$ cat config.mk
export PLATFORM = sky130hd
export DESIGN_NAME = ntt_ctrl
export DESIGN_NICKNAME = d
export VERILOG_FILES = /design/src/rtl/kyber_pkg.sv /design/src/rtl/delay_line.sv /design/src/rtl/ntt_ctrl.sv
export SDC_FILE = /design/constraint.sdc
export NUM_CORES = 1
export LEC_CHECK = 0
export ABC_AREA = 1
export BUFFER_PORTS_ARGS = -buffer_cell sky130_fd_sc_hd__buf_2
export CAP_MARGIN = 25
export CORE_MARGIN = 10
export CORE_UTILIZATION = 40
export CTS_BUF_LIST = sky130_fd_sc_hd__clkbuf_8
export CTS_CLUSTER_DIAMETER = 60
export CTS_CLUSTER_SIZE = 30
export DETAILED_ROUTE_END_ITERATION = 16
export PLACE_DENSITY = 0.69
export SLEW_MARGIN = 20
export SYNTH_ARGS = -nofsm -noshare
export SYNTH_HDL_FRONTEND = slang
export SYNTH_HIERARCHICAL = 1
export SYNTH_SLANG_ARGS = --single-unit
$ cat constraint.sdc
create_clock -name clk -period 4.1 [get_ports clk]
set_input_delay 0.41 -clock clk [delete_from_list [all_inputs] [get_ports clk]]
set_output_delay 0.41 -clock clk [all_outputs]
set_load 0.03 [all_outputs]
$ cat src/rtl/kyber_pkg.sv
// Shared Kyber constants, butterfly mode codes and the NTT sequencer types.
package kyber_pkg;

    localparam int N      = 256;
    localparam int Q      = 3329;
    localparam int BF_LAT = 5;
    localparam int LAYERS = 7;
    localparam int NBF    = N / 2;

    typedef enum logic [1:0] {
        MODE_NTT    = 2'd0,
        MODE_INTT   = 2'd1,
        MODE_MULT   = 2'd2,
        MODE_ADDSUB = 2'd3
    } bf_mode_e;

    typedef enum logic [1:0] {
        ST_IDLE,
        ST_RUN,
        ST_DRAIN,
        ST_DONE
    } ctrl_state_e;

    typedef struct packed {
        logic       en;
        logic [7:0] a;
        logic [7:0] b;
    } addr_pair_t;

endpackage

$ cat src/rtl/delay_line.sv
// Fixed-depth shift register with asynchronous active-low clear; carries the
// read stream forward to the write-back port.
module delay_line #(
    parameter int W     = 1,
    parameter int DEPTH = 1
) (
    input  logic         clk,
    input  logic         rst_n,
    input  logic [W-1:0] d_i,
    output logic [W-1:0] q_o
);

    logic [DEPTH-1:0][W-1:0] pipe_q;

    always_ff @(posedge clk or negedge rst_n) begin
        if (!rst_n) begin
            pipe_q <= '0;
        end else begin
            pipe_q[0] <= d_i;
            for (int i = 1; i < DEPTH; i++) begin
                pipe_q[i] <= pipe_q[i-1];
            end
        end
    end

    assign q_o = pipe_q[DEPTH-1];

endmodule

$ cat src/rtl/ntt_ctrl.sv
// Kyber NTT/INTT layer sequencer: read/zeta issue per butterfly, write-back
// addresses replayed WB_LAT cycles later through a delay line.
module ntt_ctrl #(
    parameter int RD_LAT = 1,
    parameter int BF_LAT = kyber_pkg::BF_LAT,
    parameter int WB_LAT = RD_LAT + BF_LAT
) (
    input  logic       clk,
    input  logic       rst,
    input  logic       start,
    input  logic       inv,
    output logic       busy,
    output logic       done,
    output logic [1:0] bf_mode,
    output logic       rd_en,
    output logic [7:0] rd_addr_a,
    output logic [7:0] rd_addr_b,
    output logic [6:0] zeta_idx,
    output logic       wr_en,
    output logic [7:0] wr_addr_a,
    output logic [7:0] wr_addr_b
);
    import kyber_pkg::*;

    localparam int       CW     = $clog2(WB_LAT + 1);
    localparam logic [2:0] LAST_L = 3'(LAYERS - 1);
    localparam logic [6:0] LAST_B = 7'(NBF - 1);

    ctrl_state_e   state_q, state_d;
    bf_mode_e      mode_q, mode_d;
    logic [2:0]    l_q, l_d;
    logic [6:0]    b_q, b_d;
    logic [CW-1:0] cnt_q, cnt_d;

    always_ff @(posedge clk or negedge rst) begin
        if (!rst) begin
            state_q <= ST_IDLE;
            mode_q  <= MODE_NTT;
            l_q     <= '0;
            b_q     <= '0;
            cnt_q   <= '0;
        end else begin
            state_q <= state_d;
            mode_q  <= mode_d;
            l_q     <= l_d;
            b_q     <= b_d;
            cnt_q   <= cnt_d;
        end
    end

    always_comb begin
        state_d = state_q;
        mode_d  = mode_q;
        l_d     = l_q;
        b_d     = b_q;
        cnt_d   = cnt_q;
        unique case (state_q)
            ST_IDLE: begin
                if (start) begin
                    state_d = ST_RUN;
                    mode_d  = inv ? MODE_INTT : MODE_NTT;
                    l_d     = '0;
                    b_d     = '0;
                end
            end
            ST_RUN: begin
                b_d = b_q + 7'd1;
                if (b_q == LAST_B) begin
                    state_d = ST_DRAIN;
                    cnt_d   = CW'(WB_LAT - 1);
                end
            end
            ST_DRAIN: begin
                // Hold off the next layer until its last write has landed.
                if (cnt_q == '0) begin
                    if (l_q < LAST_L) begin
                        l_d     = l_q + 3'd1;
                        b_d     = '0;
                        state_d = ST_RUN;
                    end else begin
                        state_d = ST_DONE;
                    end
                end else begin
                    cnt_d = cnt_q - CW'(1);
                end
            end
            ST_DONE: state_d = ST_IDLE;
            default: state_d = ST_IDLE;
        endcase
    end

    logic       run;
    logic [2:0] lenlog;
    logic [6:0] grp, off, zeta;
    logic [7:0] addr_a, addr_b;

    always_comb begin
        run    = (state_q == ST_RUN);
        lenlog = (mode_q == MODE_INTT) ? (l_q + 3'd1) : (3'd7 - l_q);
        grp    = b_q >> lenlog;
        off    = b_q & ((7'd1 << lenlog) - 7'd1);
        addr_a = ({1'b0, grp} << ({1'b0, lenlog} + 4'd1)) | {1'b0, off};
        addr_b = addr_a + (8'd1 << lenlog);
        // 127 >> l equals (128 >> l) - 1, so the INTT index stays in 7 bits.
        zeta   = (mode_q == MODE_INTT) ? ((7'd127 >> l_q) - grp)
                                       : ((7'd1 << l_q) + grp);
    end

    assign busy      = (state_q == ST_RUN) || (state_q == ST_DRAIN);
    assign done      = (state_q == ST_DONE);
    assign bf_mode   = mode_q;
    assign rd_en     = run;
    assign rd_addr_a = run ? addr_a : 8'd0;
    assign rd_addr_b = run ? addr_b : 8'd0;
    assign zeta_idx  = run ? zeta : 7'd0;

    addr_pair_t rd_pair, wr_pair;

    assign rd_pair = '{en: run, a: rd_addr_a, b: rd_addr_b};

    delay_line #(
        .W    ($bits(addr_pair_t)),
        .DEPTH(WB_LAT)
    ) u_wb_dly (
        .clk  (clk),
        .rst_n(rst),
        .d_i  (rd_pair),
        .q_o  (wr_pair)
    );

    assign wr_en     = wr_pair.en;
    assign wr_addr_a = wr_pair.a;
    assign wr_addr_b = wr_pair.b;

endmodule
==> impl_results.md, run 1 <==
* PortBufs at 47
* Max-Cap Viols at 0
* Clk sinks at 118
* Top delay family on crit path: simple AND/OR/NAND/NOR gates
* Worst reg-to-reg path cell count at 24
* RSZ-0062 raised after global routing: true
* GR Util All Layers at 0.119
* Final Hold Viols at 0
* Detailed Routing Iterations Pass 1 at 4
* Worst skew pair latency at 410 ps
* Crit path largest cell delay at 440 ps
* Die Ht at 136 µm
* GRT met3 Usage at 0.0347
* # H-tree levels at 4
* CP Max Fanout at 6
* Crit path arrival time at 3680 ps
* CP bufs+invs at 8
* CP Launch Point: l_q[1]
* Num CTS Buffers at 17
* CTS tree: built
* Non-Filler Instances at 820
* Die Area at 18,500 µm²
* GR Util met2 at 0.207
* Slew @ Worst Pin at 650 ps
* Critical path's slowest cell: dfrtp_1
* Post-Syn Nets at 596
* Grt met1 use at 0.133
* Tmin final at 4090 ps
* ANT nets after route at 0
* Num rows at 42
* Synth Register Bits at 118
* CP Capture Point: rd_addr_b[7]
* NumNets Final at 673
* CP required at 3690 ps
* Antenna cells at 0
* Pin count of the biggest net entering global routing at 45
* Startpoint Class: register
* Max-slew headroom at 0.566
* First-pass GRT wire length at 17,700 µm
* Core Area at 13,200 µm²
* Worst hold path type: in -> reg
* Vias/cell at 4.78
* F_max at 0.245 GHz
* Vias in the first global route at 3,915
* DP HPWL at 7840 µm
* Synthesized area per cell at 9.74 µm²
* R2r setup slk at 840 ps
* Starting density of the core at 0.407
* Count of cell types in the netlist at 42
* Post-Syn Area at 5400 µm²
* I/O pin total at 49
* Fin Hold WS at 237 ps
* CTS clk-pin slew, worst paths at 70 ps
* Drt drc at 0
* Critical Path Stages at 26
* Cells after DPL at 759
* Critical Path Most Common Cell: inv_2
* Worst r2r dst: u_wb_dly/pipe_q[4]
* Fin crit share at 0.997
* Vias at 3,916
* Initial antenna violation count at 0
* Final setup viols at 0
* Max-slew violation count at 0
* Status: finished clean
* Wire per inst at 13.8 µm
* Register area share after synthesis at 0.547
* Synth warnings at 6
* Die width at 136 µm
* GP Congestion at 0.880
* Setup crit end kind: output port
* Root Buffer: clkbuf_8
* RR Startpoint: l_q[1]
* WS Path Type: reg -> out
* GR peak layer: met2
* Detailed Route WL at 11,300 µm
* Congestion Overflow GR at 0
* CTS max path bufs at 2
* Ratio of cells with drive above 1 in the final layout at 0.326
* Syn Inst Count at 554
* DRT iter0 DRCs at 251
* Clock Skews at 9.32 ps
* Area grow syn2layout at 25.1%
## state kept, by name, indices dropped and copies added (netlist names)
signal           cells
u_wb_dly/pipe_q     85
u_wb_dly/q_o        17
b_q                  7
cnt_q                3
l_q                  3
state_q              2
bf_mode              1
## through the flow
step	setup slack [ps]	setup TNS [ps]	area, µm²	util
after CTS	0.271	0	6250	0.472
after floorplan	25.6	0	5400	-
after global routing	-210	-1130	6750	0.510
after global placement	248	0	5730	0.433
final	13.6	0	6750	0.510
after detailed placement	165	0	5730	0.433
## worst min-delay path: stages
cell	delay [ps]
buf_2	70
nor2_1	30
a21oi_1	90
## area by class of cell
type / instances / area [µm²]
flip-flops and latches: 118 / 2950
repair buffers: 86 / 597
clock buffers: 19 / 262
clock inverters: 13 / 123
fillers: 1170 / 6490
well taps: 176 / 220
multi-input cells: 339 / 2320
inverters: 69 / 275
## cell families (layout without fill, tap and decap cells)
family,after synthesis,count (layout),synth area share
AOI/OAI and AO/OA,85,85,0.0877
xor gates and xnor gates,8,8,0.0130
adders and majority gates,38,38,0.0909
buffers and inverters,97,187,0.0853
DFF,118,118,0.547
other,1,1,0.000695
and+or+nand+nor,207,207,0.175
## Yosys cell counts (all sizes together)
| cell type | n | share of area |
|---|---|---|
| nand4 | 1 | 0.0012 |
| o21ai | 34 | 0.034 |
| xnor2 | 3 | 0.0049 |
| o31ai | 1 | 0.0014 |
| o32ai | 1 | 0.0016 |
| o211ai | 2 | 0.0028 |
| nand3b | 2 | 0.0028 |
| clkinv | 1 | 0.00093 |
| conb | 1 | 0.00070 |
| nor3 | 6 | 0.0065 |
| buf | 26 | 0.036 |
| clkbuf | 2 | 0.0014 |
| nand3 | 31 | 0.031 |
| ha | 36 | 0.083 |
| dfrtp | 118 | 0.55 |
| inv | 68 | 0.047 |
| o21bai | 2 | 0.0028 |
| a21oi | 38 | 0.035 |
| nand2 | 112 | 0.087 |
| xor2 | 5 | 0.0081 |
| a31oi | 1 | 0.0012 |
| o221ai | 1 | 0.0016 |
| or2 | 2 | 0.0023 |
| a211oi | 4 | 0.0056 |
| fa | 2 | 0.0074 |
| o22ai | 1 | 0.0012 |
| nor2 | 52 | 0.043 |
| and2 | 1 | 0.0012 |
## worst min-delay path by stage
stage,cells past startpoint,to,startpoint
6_report,3,bf_mode[0],inv
5_1_grt,3,bf_mode[0],inv
4_1_cts,3,bf_mode[0],inv
3_5_place_dp,0,u_wb_dly/pipe_q[49],u_wb_dly/pipe_q[32]
3_3_place_gp,0,u_wb_dly/q_o[1],u_wb_dly/pipe_q[69]
2_1_floorplan,0,b_q[0],rst
## layout by cell type, fill, tap and decap left out, drive strengths merged
master,synthesis,routed
o221ai,1,1
dfrtp,118,118
ha,36,36
clkinv,1,7
xor2,5,5
dlygate4sd3,0,1
buf,26,85
nand4,1,1
nor3,6,6
fa,2,2
clkbuf,2,19
a31oi,1,1
or2,2,2
o22ai,1,1
conb,1,1
nand3,31,31
o31ai,1,1
nor2,52,52
o21ai,34,34
xnor2,3,3
nand3b,2,2
and2,1,1
o32ai,1,1
bufinv,0,1
clkinvlp,0,4
nand2,112,112
a211oi,4,4
a21oi,38,38
o211ai,2,2
o21bai,2,2
inv,68,70
## metal layers
layer  vias to the layer above  wire, µm
met2                       114      5770
li1                       1920         -
met5                         -         0
met1                      1866      4640
met3                        16       727
met4                         0       178
## what timing repair did
| item | CTS | global route |
|---|---|---|
| gates cloned | 0 | 0 |
| pin swaps | 3 | 31 |
| buffers inserted | 3 | 25 |
| resized for setup | 24 | 84 |
| hold buffers | 1 | 0 |
| hold endpoints to repair | 42 | 0 |
| endpoints found under the setup margin | 6 | 8 |
Power of run 1 is left out: the tool's default activity adds up to more than one toggle a clock period on the data nets, which glitch-free logic cannot reach.
==> run 2, diff against run 1 <==
--- a/config.mk
+++ b/config.mk
@@ -8,13 +8,15 @@
 export ABC_AREA = 1
 export BUFFER_PORTS_ARGS = -buffer_cell sky130_fd_sc_hd__buf_2
 export CAP_MARGIN = 25
+export CELL_PAD_IN_SITES_DETAIL_PLACEMENT = 1
+export CELL_PAD_IN_SITES_GLOBAL_PLACEMENT = 2
 export CORE_MARGIN = 10
-export CORE_UTILIZATION = 40
+export CORE_UTILIZATION = 39
 export CTS_BUF_LIST = sky130_fd_sc_hd__clkbuf_8
 export CTS_CLUSTER_DIAMETER = 60
 export CTS_CLUSTER_SIZE = 30
 export DETAILED_ROUTE_END_ITERATION = 16
-export PLACE_DENSITY = 0.69
+export PLACE_DENSITY = 0.93
 export SLEW_MARGIN = 20
 export SYNTH_ARGS = -nofsm -noshare
 export SYNTH_HDL_FRONTEND = slang
==> impl_results.md, run 2 (synthesis results as in run 1) <==
* Worst hold path type: in -> reg
* RSZ-0062 raised after global routing: true
* Die Area at 18,900 µm²
* CP Max Fanout at 8
* Fin crit share at 1.01
* Crit path arrival time at 3740 ps
* CP required at 3690 ps
* Most flops, register: u_wb_dly/pipe_q
* DRT iter0 DRCs at 178
* Detailed Routing Iterations Pass 1 at 4
* Antenna cells at 0
* Ratio of cells with drive above 1 in the final layout at 0.339
* F_max at 0.241 GHz
* CTS tree: built
* RR Startpoint: l_q[1]
* Most frequent cells in the layout: dfrtp_1, nand2_1, inv_1
* Max-slew headroom at 0.519
* Tmin final at 4150 ps
* Area grow syn2layout at 25.7%
* Final Hold Viols at 0
* Clk sinks at 118
* WS Path Type: reg -> out
* Starting density of the core at 0.403
* Congestion Overflow GR at 0
* # H-tree levels at 4
* Setup crit end kind: output port
* Status: finished with violations
* I/O pin total at 49
* Final setup viols at 3
* First-pass GRT wire length at 22,900 µm
* DP HPWL at 10,200 µm
* Violated checks: negative setup slack
* GR Util All Layers at 0.156
* Startpoint Class: register
* Num CTS Buffers at 17
* Vias in the first global route at 4,425
* Die width at 138 µm
* CTS clk-pin slew, worst paths at 80 ps
* Vias at 4,082
* ANT nets after route at 0
* Core Area at 13,400 µm²
* Worst skew pair latency at 430 ps
* Initial antenna violation count at 0
* R2r setup slk at 770 ps
* Max-slew violation count at 0
* Vias/cell at 4.97
* GP Congestion at 0.839
* Slew @ Worst Pin at 721 ps
* Wire per inst at 18.0 µm
* Fin Hold WS at 223 ps
* Most common cell after layout, fill and taps aside: dfrtp_1
* Clock Skews at 17.8 ps
* Drt drc at 0
* Number of fill cells at 1,512
* Largest register FFs at 85
* Worst r2r dst: u_wb_dly/pipe_q[7]
* Depth of the worst hold-timing path at 3
* Die Ht at 138 µm
* PortBufs at 47
* Root Buffer: clkbuf_8
* Pin count of the biggest net entering global routing at 45
* Min-delay src: inv
* Hold worst-path end: bf_mode[0]
* CTS max path bufs at 2
* Max-Cap Viols at 0
* Worst reg-to-reg path cell count at 25
* Num rows at 42
* Detailed Route WL at 14,800 µm
* Final setup margin at -52.6 ps
* NumNets Final at 675
[run 2: what timing repair did]
| item | 4_1_cts | 5_1_grt |
|---|---|---|
| resized for setup | 36 | 75 |
| hold endpoints to repair | 39 | 0 |
| endpoints found under the setup margin | 7 | 9 |
| buffers inserted | 16 | 12 |
| hold buffers | 1 | 0 |
| gates cloned | 1 | 0 |
| pin swaps | 9 | 28 |
[run 2: worst max-delay path by stage]
stage	start	to	slack, ps
after detailed placement	l_q[1]	zeta_idx[6]	60
final	l_q[1]	rd_addr_b[7]	-50
after global placement	l_q[1]	zeta_idx[6]	210
after CTS	l_q[1]	zeta_idx[6]	1
after global routing	l_q[1]	rd_addr_b[7]	-250
after floorplan	l_q[0]	zeta_idx[6]	30
[run 2: through the flow]
| stage | utilization | cells | setup TNS, ps | area, µm² | worst slack [ps] |
|---|---|---|---|---|---|
| 2_1_floorplan | - | 554 | 0 | 5400 | 25.6 |
| 3_3_place_gp | 0.429 | 762 | 0 | 5750 | 215 |
| 3_5_place_dp | 0.429 | 762 | 0 | 5750 | 56.7 |
| 4_1_cts | 0.481 | 812 | 0 | 6450 | 1.06 |
| 5_1_grt | 0.506 | 822 | -1230 | 6780 | -253 |
| 6_report | 0.506 | 822 | -109 | 6780 | -52.6 |
[run 2: critical path: stages, from the launching register on]
cell,delay [ps]
dfrtp_1,400
ha_2,210
inv_2,50
ha_4,280
nand2_4,60
o21ai_4,100
buf_6,170
buf_4,130
nor2_4,40
inv_2,50
nand2_1,80
nor2_2,180
inv_2,70
nand2_1,70
nand2_1,80
nand2_2,80
nand2_2,60
ha_4,280
buf_4,140
nand2_1,90
nor3_2,180
nand2_2,80
nand3_1,70
nand2_1,60
nor2_2,140
buf_6,150
[run 2: layout make-up]
class | instances | area, µm² | area share
sequential | 118 | 2950 | 0.435
multi-input combinational | 340 | 2320 | 0.342
timing repair buffer | 87 | 596 | 0.0878
inverter | 69 | 265 | 0.0391
clock buffer | 19 | 262 | 0.0385
tap | 176 | 220 | 0.0325
clock inverter | 13 | 169 | 0.0249
[run 2: layer usage]
layer / vias to the layer above / wire length [µm] / global-route usage
met5: - / 0 / 0
met1: 2063 / 5700 / 0.170
met2: 78 / 8260 / 0.292
met3: 29 / 552 / 0.0299
met4: 0 / 316 / 0.0556
li1: 1912 / - / -
Power of run 2 is left out for the same reason.
